### config.mk
export PLATFORM = sky130hd
export DESIGN_NAME = elevator_car_controller
export DESIGN_NICKNAME = d
export VERILOG_FILES = /design/src/rtl/elevator_car_controller.sv
export SDC_FILE = /design/constraint.sdc
export NUM_CORES = 1
export LEC_CHECK = 0
export ABC_CLOCK_PERIOD_IN_PS = 8100
export CORE_UTILIZATION = 63
export DETAILED_ROUTE_END_ITERATION = 10
export PLACE_DENSITY = 0.95
export RECOVER_POWER = 100
export REMOVE_ABC_BUFFERS = 1
export SYNTH_ARGS = -nofsm -noshare
export SYNTH_HDL_FRONTEND = slang
export SYNTH_SLANG_ARGS = --single-unit
### constraint.sdc
create_clock -name clk -period 8.1 [get_ports clk]
set_clock_uncertainty 0.15 [all_clocks]
set_input_delay 2.025 -clock clk [delete_from_list [all_inputs] [get_ports clk]]
set_output_delay 2.025 -clock clk [all_outputs]
set_load 0.01 [all_outputs]
### src/rtl/elevator_car_controller.sv
// elevator_car_controller
//   Car-side controller: latches call buttons, steps the car one floor at a
//   time on request from the direction calculator, holds the door open at
//   called floors and clears served calls.
//
// Ports
//   clk            in   clock, rising edge
//   reset          in   asynchronous active-high reset
//   call_req[7:0]  in   call button pulses, one bit per floor
//   direction      in   1 = up, 0 = down (sampled in IDLE only)
//   should_move    in   move-one-floor request (sampled in IDLE only)
//   floors_called  out  registered pending-call vector
//   current_floor  out  registered car position 0..7
//   door_open      out  high while in DOOR
//   moving         out  high while in MOVING
module elevator_car_controller #(
    parameter int unsigned TRAVEL_CYCLES = 4,
    parameter int unsigned DOOR_CYCLES   = 3
) (
    input  logic       clk,
    input  logic       reset,
    input  logic [7:0] call_req,
    input  logic       direction,
    input  logic       should_move,
    output logic [7:0] floors_called,
    output logic [2:0] current_floor,
    output logic       door_open,
    output logic       moving
);

    typedef enum logic [1:0] {
        StIdle   = 2'd0,
        StMoving = 2'd1,
        StDoor   = 2'd2
    } state_e;

    localparam logic [31:0] TravelLoad = 32'(TRAVEL_CYCLES - 1);
    localparam logic [31:0] DoorLoad   = 32'(DOOR_CYCLES - 1);

    state_e      state_q, state_d;
    logic [31:0] cnt_q, cnt_d;
    logic        dir_q, dir_d;
    logic [2:0]  floor_q, floor_d;
    logic [7:0]  called_q, called_d;
    logic [7:0]  merged;
    logic [7:0]  clr;
    logic        move_legal;

    always_ff @(posedge clk or posedge reset) begin
        if (reset) begin
            state_q  <= StIdle;
            cnt_q    <= '0;
            dir_q    <= 1'b0;
            floor_q  <= 3'd0;
            called_q <= 8'h00;
        end else begin
            state_q  <= state_d;
            cnt_q    <= cnt_d;
            dir_q    <= dir_d;
            floor_q  <= floor_d;
            called_q <= called_d;
        end
    end

    assign merged     = called_q | call_req;
    assign move_legal = direction ? (floor_q != 3'd7) : (floor_q != 3'd0);

    always_comb begin
        state_d = state_q;
        cnt_d   = cnt_q;
        dir_d   = dir_q;
        floor_d = floor_q;
        clr     = 8'h00;

        case (state_q)
            StIdle: begin
                // Door service wins over movement.
                if (called_q[floor_q]) begin
                    state_d = StDoor;
                    cnt_d   = DoorLoad;
                end else if (should_move && move_legal) begin
                    state_d = StMoving;
                    dir_d   = direction;
                    cnt_d   = TravelLoad;
                end
            end
            StMoving: begin
                if (cnt_q == 32'd0) begin
                    floor_d = dir_q ? floor_q + 3'd1 : floor_q - 3'd1;
                    // A press at the arriving floor on the arrival edge still opens the door.
                    if (merged[floor_d]) begin
                        state_d = StDoor;
                        cnt_d   = DoorLoad;
                    end else begin
                        state_d = StIdle;
                    end
                end else begin
                    cnt_d = cnt_q - 32'd1;
                end
            end
            StDoor: begin
                if (call_req[floor_q]) begin
                    cnt_d = DoorLoad;
                end else if (cnt_q == 32'd0) begin
                    state_d = StIdle;
                end else begin
                    cnt_d = cnt_q - 32'd1;
                end
            end
            default: begin
                state_d = StIdle;
            end
        endcase

        // Clear against the post-edge floor so an arrival-edge press is dropped.
        if (state_d == StDoor || state_q == StDoor) begin
            clr = 8'h01 << floor_d;
        end
    end

    assign called_d = merged & ~clr;

    assign floors_called = called_q;
    assign current_floor = floor_q;
    assign door_open     = (state_q == StDoor);
    assign moving        = (state_q == StMoving);

endmodule
======== Yosys cells after proc, flatten, opt, wreduce, memory -nomap -nowiden ========
Index checks and enable logic that the tools add are counted.
Widths: inputs -> output; s select.
operators by class
  divide/modulo/power cells ............... 0
  bitwise logic cells ..................... 4
  add/sub/neg operators ................... 3
  multiplexer cells ....................... 25
  shift operators ......................... 1
  multipliers ............................. 0
  reductions and logical operators ........ 8
  order comparisons ....................... 2
  eq/ne operators ......................... 7
operators with widths
  kind                   number
  $mux 32                6
  $pmux 32 s3            1
  $logic_not 32->1       1
  $sub 32x1->32 const B  1
  $mux 2                 6
  $bmux 1 s3             3
  $mux 3                 3
  $and 8x8->8            1
  $lt 3x4->1 const B     2
  $mux 8                 1
  $not 8->8              1
  $or 8x8->8             1
  $shl 1x3->8 const A    1
  $ne 3x2->1 const B     2
  $ne 3x3->1 const B     2
  $pmux 2 s3             1
  $reduce_bool 3->1      2
  $eq 2x2->1 const B     2
  $mux 1                 4
  $reduce_and 4->1       1
  $add 3x1->3 const B    1
  $reduce_and 3->1       1
  $sub 3x1->3 const B    1
  $eq 2x1->1 const B     1
  other kinds (4)        4
word-level totals
  latch bits .............................. 0
  bits of input ports ..................... 12
  memories ................................ 0
  register bits after elaboration ......... 46
  memory bits (read-only) ................. 0
  word-level logic and storage cells ...... 55
  RAM bits ................................ 0
  output and inout port bits .............. 13

======== Depth between registers and ports, before layout ========
  depth after elaboration ................. 12
  depth in mapped cells ................... 11
  gate-level depth less buffers ........... 9

======== Least setup slack after synthesis ========
Ideal clock, no wire load.
  path kind ............................... in2reg
  from .................................... input call_req[7]
  to ...................................... register cnt_q[11]
  setup time .............................. 0.086 ns
  path buffers ............................ 1
  stages on the path ...................... 7
  path slack .............................. 3.998 ns
  arrival time ............................ 3.866 ns
  required time ........................... 7.864 ns
  path through ............................ mux4_2 > mux2i_1 > and2_1 > o21a_1 > clkbuf_1 > nand3_1 > o22ai_1
between the ends
  longest elaborated chain between the ends .. 5
  elaborated cells between the ends (all ways) .. 10
  those cells by class .................... eq/ne: 2; mux: 6; bitwise: 1; reduce/logical: 1
RTL lines
  what                          line  text
  start: declaration            22    input logic [7:0] call_req,
  $or 8x8->8                    65    assign merged = called_q | call_req;
  $bmux 1 s3                    91    if (merged[floor_d]) begin
  $mux 1 (not written as such)  91
  $ne 3x2->1 (no line)          --
  $reduce_and 4->1 (no line)    --
  end signal: assignment        58    cnt_q <= cnt_d;
  end: declaration              41    logic [31:0] cnt_q, cnt_d;
Parallel ways exist; a longest one is shown, timed or not. The select of a mux whose other input is x is not followed.
A chain may end at the register's enable or synchronous reset.

======== Final worst setup path ========
  from .................................... input call_req[3]
  to ...................................... register cnt_q[9]
The elaborated chain is that of the path after synthesis.

==> flow_summary.json <==
{
  "vdd_drop_max_mv": 0.2899,
  "fin_crit_ns": 5.246,
  "grt_max_degree": 47,
  "r2r_slack_ns": 3.74,
  "max_slew_margin_pct": -16.21,
  "r2r-start": "cnt_q[24]",
  "required_ns": 8.16,
  "ys_types": 54,
  "rsz0062_at_grt": "false",
  "die-width_um": 73.05,
  "ctsHoldBuffers": 0,
  "core_sq_um": 4786,
  "timing.final.max_slew_violations": 55,
  "hold_class": "flip-flop to flip-flop",
  "netSwitchingPower_w": 0.0007196,
  "start_kind": "primary input",
  "timing_worst_setup_path_type": "primary input to flip-flop",
  "cts_max_level": 2,
  "cts_buffers": 5,
  "synth_edf_count": 0,
  "synthFlopType": "dfrtp_1",
  "fp.dieArea_sq_um": 5336,
  "violations": "capacitance limit, slew limit",
  "cts_setup_buffers": 0,
  "portBuffers": 24,
  "ios": 25,
  "power_frac_comb_pct": 65.1,
  "grt_usage_pct": 34.36,
  "start_util_pct": 66.46,
  "intPower_w": 0.0007041,
  "drc": 0,
  "tns_ns": 0,
  "grt_pass1_wl_um": 13850,
  "clock_power_share_pct": 10.7,
  "yosys_register_bits": 46,
  "wl_um": 8435,
  "path_clk_slew_ns": 0.09,
  "via_per_inst": 7.188,
  "seqPwrFrac_pct": 24.2,
  "initialDrtViolationCount": 449,
  "fmax_ghz": 0.1906,
  "wl_per_cell_um": 19.35,
  "die-height_um": 73.05,
  "num_vias": 3134,
  "finalHoldViolCount": 0,
  "drive_gt1_share_pct": 8.130,
  "whs_path_depth": 1,
  "ys_warn_count": 0,
  "switching_share_pct": 50.55,
  "cts_resized": 0,
  "rr_endpoint": "floors_called[5]",
  "antenna_cells": 0,
  "setup_violations": 0,
  "drt-pass1-iter-count": 6,
  "multi_input_area_sq_um": 1834,
  "ant_nets": 0,
  "crit_arrival_ns": 5.30,
  "cap_viol_max_count": 2,
  "hpwl_um": 5584,
  "avgSynthCellArea_sq_um": 9.061,
  "cts_buffer_depth": 2,
  "synthCells": 351,
  "clock-sinks": 46,
  "final_nets": 387,
  "mostFrequentLayoutCells": "dfrtp_1, nor2_1, nor3_1, inv_1, a211oi_1",
  "grt_pass1_vias": 2847,
  "outcome": "finished with violations",
  "powerDensity_nw_per_um2": 404.2,
  "ys_seq_area_share_pct": 36.19,
  "nFillCells": 343,
  "period_share_pct": 64.77,
  "p_total_w": 0.001424,
  "antenna_found_initial": 0,
  "rows": 25,
  "cp_max_fo": 26,
  "final_common_cell": "dfrtp_1",
  "gr-total-overflow": 0,
  "p_leak_nw": 1.447,
  "cts_tree": "built",
  "async_flop_share_pct": 100.0,
  "synthToLayoutAreaGrowth_pct": 10.74,
  "gp_congestion": 0.8664,
  "netlist_area_sq_um": 3181,
  "min_to": "cnt_q[5]",
  "clock-root-buffer": "clkbuf_8",
  "min_from": "cnt_q[5]",
  "reg2reg_depth": 7,
  "clk_latency_ns": 0.33,
  "end_kind": "flip-flop",
  "regArea_sq_um": 1151,
  "tightest_slew_ns": 1.741
}
metal layers:
metal	vias up	routed length [um]	GRT usage (%)
met2	243	3858	50.93
li1	1386	-	-
met1	1465	3383	47.77
met3	40	918	7.459
met5	-	0	0
met4	0	274	16.34
worst max-delay path: stages:
cell           delay, ns
dlygate4sd3_1       0.56
mux4_2              0.49
mux2i_1             0.30
and2_0              0.26
a221o_1             0.82
nor3_1              0.14
clkbuf_1            0.33
a32o_1              0.36
sequential cells by signal (all words and copies together), names as in the netlist:
signal and cells:
current_floor 3, cnt_q 32, state_q 2, floors_called 8, dir_q 1
through the flow:
stage                     cells  utilization (%)  instance area [sq um]  setup slack [ns]  hold slack, ns
final                       436            73.59                   3522             2.854          0.3781
after global routing        436            73.59                   3522             2.618          0.4194
after CTS                   436            74.14                   3548             3.252          0.3728
after detailed placement    428            72.18                   3455             2.926          0.3493
after global placement      428            72.18                   3455             3.016          0.3404
after floorplan             333                -                   3100             3.693          0.3252
power by group through the flow:
stage,Clock (W),Combinational [W],Sequential [W]
2_1_floorplan,0,0.000672,0.000338
3_3_place_gp,0,0.000880,0.000343
3_5_place_dp,0,0.000910,0.000346
4_1_cts,0.000152,0.000924,0.000343
5_1_grt,0.000160,0.00101,0.000353
6_report,0.000153,0.000926,0.000345
logic make-up (layout without fill, tap and decap cells):
kind of cell             after synthesis  in the layout  share of synthesized area, %
adder cells (fa/ha/maj)                7              7                         2.990
buffers and inverters                 42             60                         5.429
XOR/XNOR                               3              3                        0.8263
multiplexers                          19             19                         8.025
flip-flops                            46             46                         36.19
AO/OA/AOI/OAI                         88             88                         21.52
AND/OR/NAND/NOR                      146            146                         25.02
layout make-up:
type                       count  share of cell area, %
clock buffer                   5                  1.954
clock inverter                 3                 0.7105
inverter                      24                  2.629
multi-input combinational    263                  52.08
sequential                    46                  32.68
tap                           67                  2.380
timing repair buffer          28                  7.567
worst max path at each step:
| stage | start | to | slack [ns] | cells past startpoint |
|---|---|---|---|---|
| 3_3_place_gp | call_req[7] | cnt_q[3] | 3.02 | 8 |
| 6_report | call_req[3] | cnt_q[9] | 2.85 | 8 |
| 2_1_floorplan | call_req[5] | cnt_q[17] | 3.69 | 6 |
| 5_1_grt | call_req[3] | cnt_q[5] | 2.62 | 8 |
| 4_1_cts | call_req[4] | cnt_q[9] | 3.25 | 8 |
| 3_5_place_dp | call_req[5] | cnt_q[9] | 2.93 | 8 |
cell usage after synthesis, types with 3 or more instances:
cell type	number	share of area, %
a211o_1	10	2.8
a211oi_1	20	4.7
a21oi_1	6	0.94
a22o_1	9	2.5
a32o_1	4	1.3
buf_2	10	1.6
clkbuf_1	8	0.94
dfrtp_1	46	36
ha_1	6	2.4
inv_1	21	2.5
mux2_2	4	1.4
mux2i_1	9	2.8
mux4_2	4	2.8
nand2_1	19	2.2
nand3_1	13	2.0
nand3b_1	3	0.71
nand4_1	9	1.8
nor2_1	38	4.5
nor2b_1	3	0.59
nor3_1	22	3.5
nor4_1	13	2.6
o211ai_1	8	1.9
o21ai_0	3	0.47
o22ai_1	7	1.4
o2bb2ai_1	5	1.4
or3_1	4	0.79
or4_1	6	1.4
or4_4	4	1.4
xnor2_1	3	0.83
(Power assumes the default switching activity.)
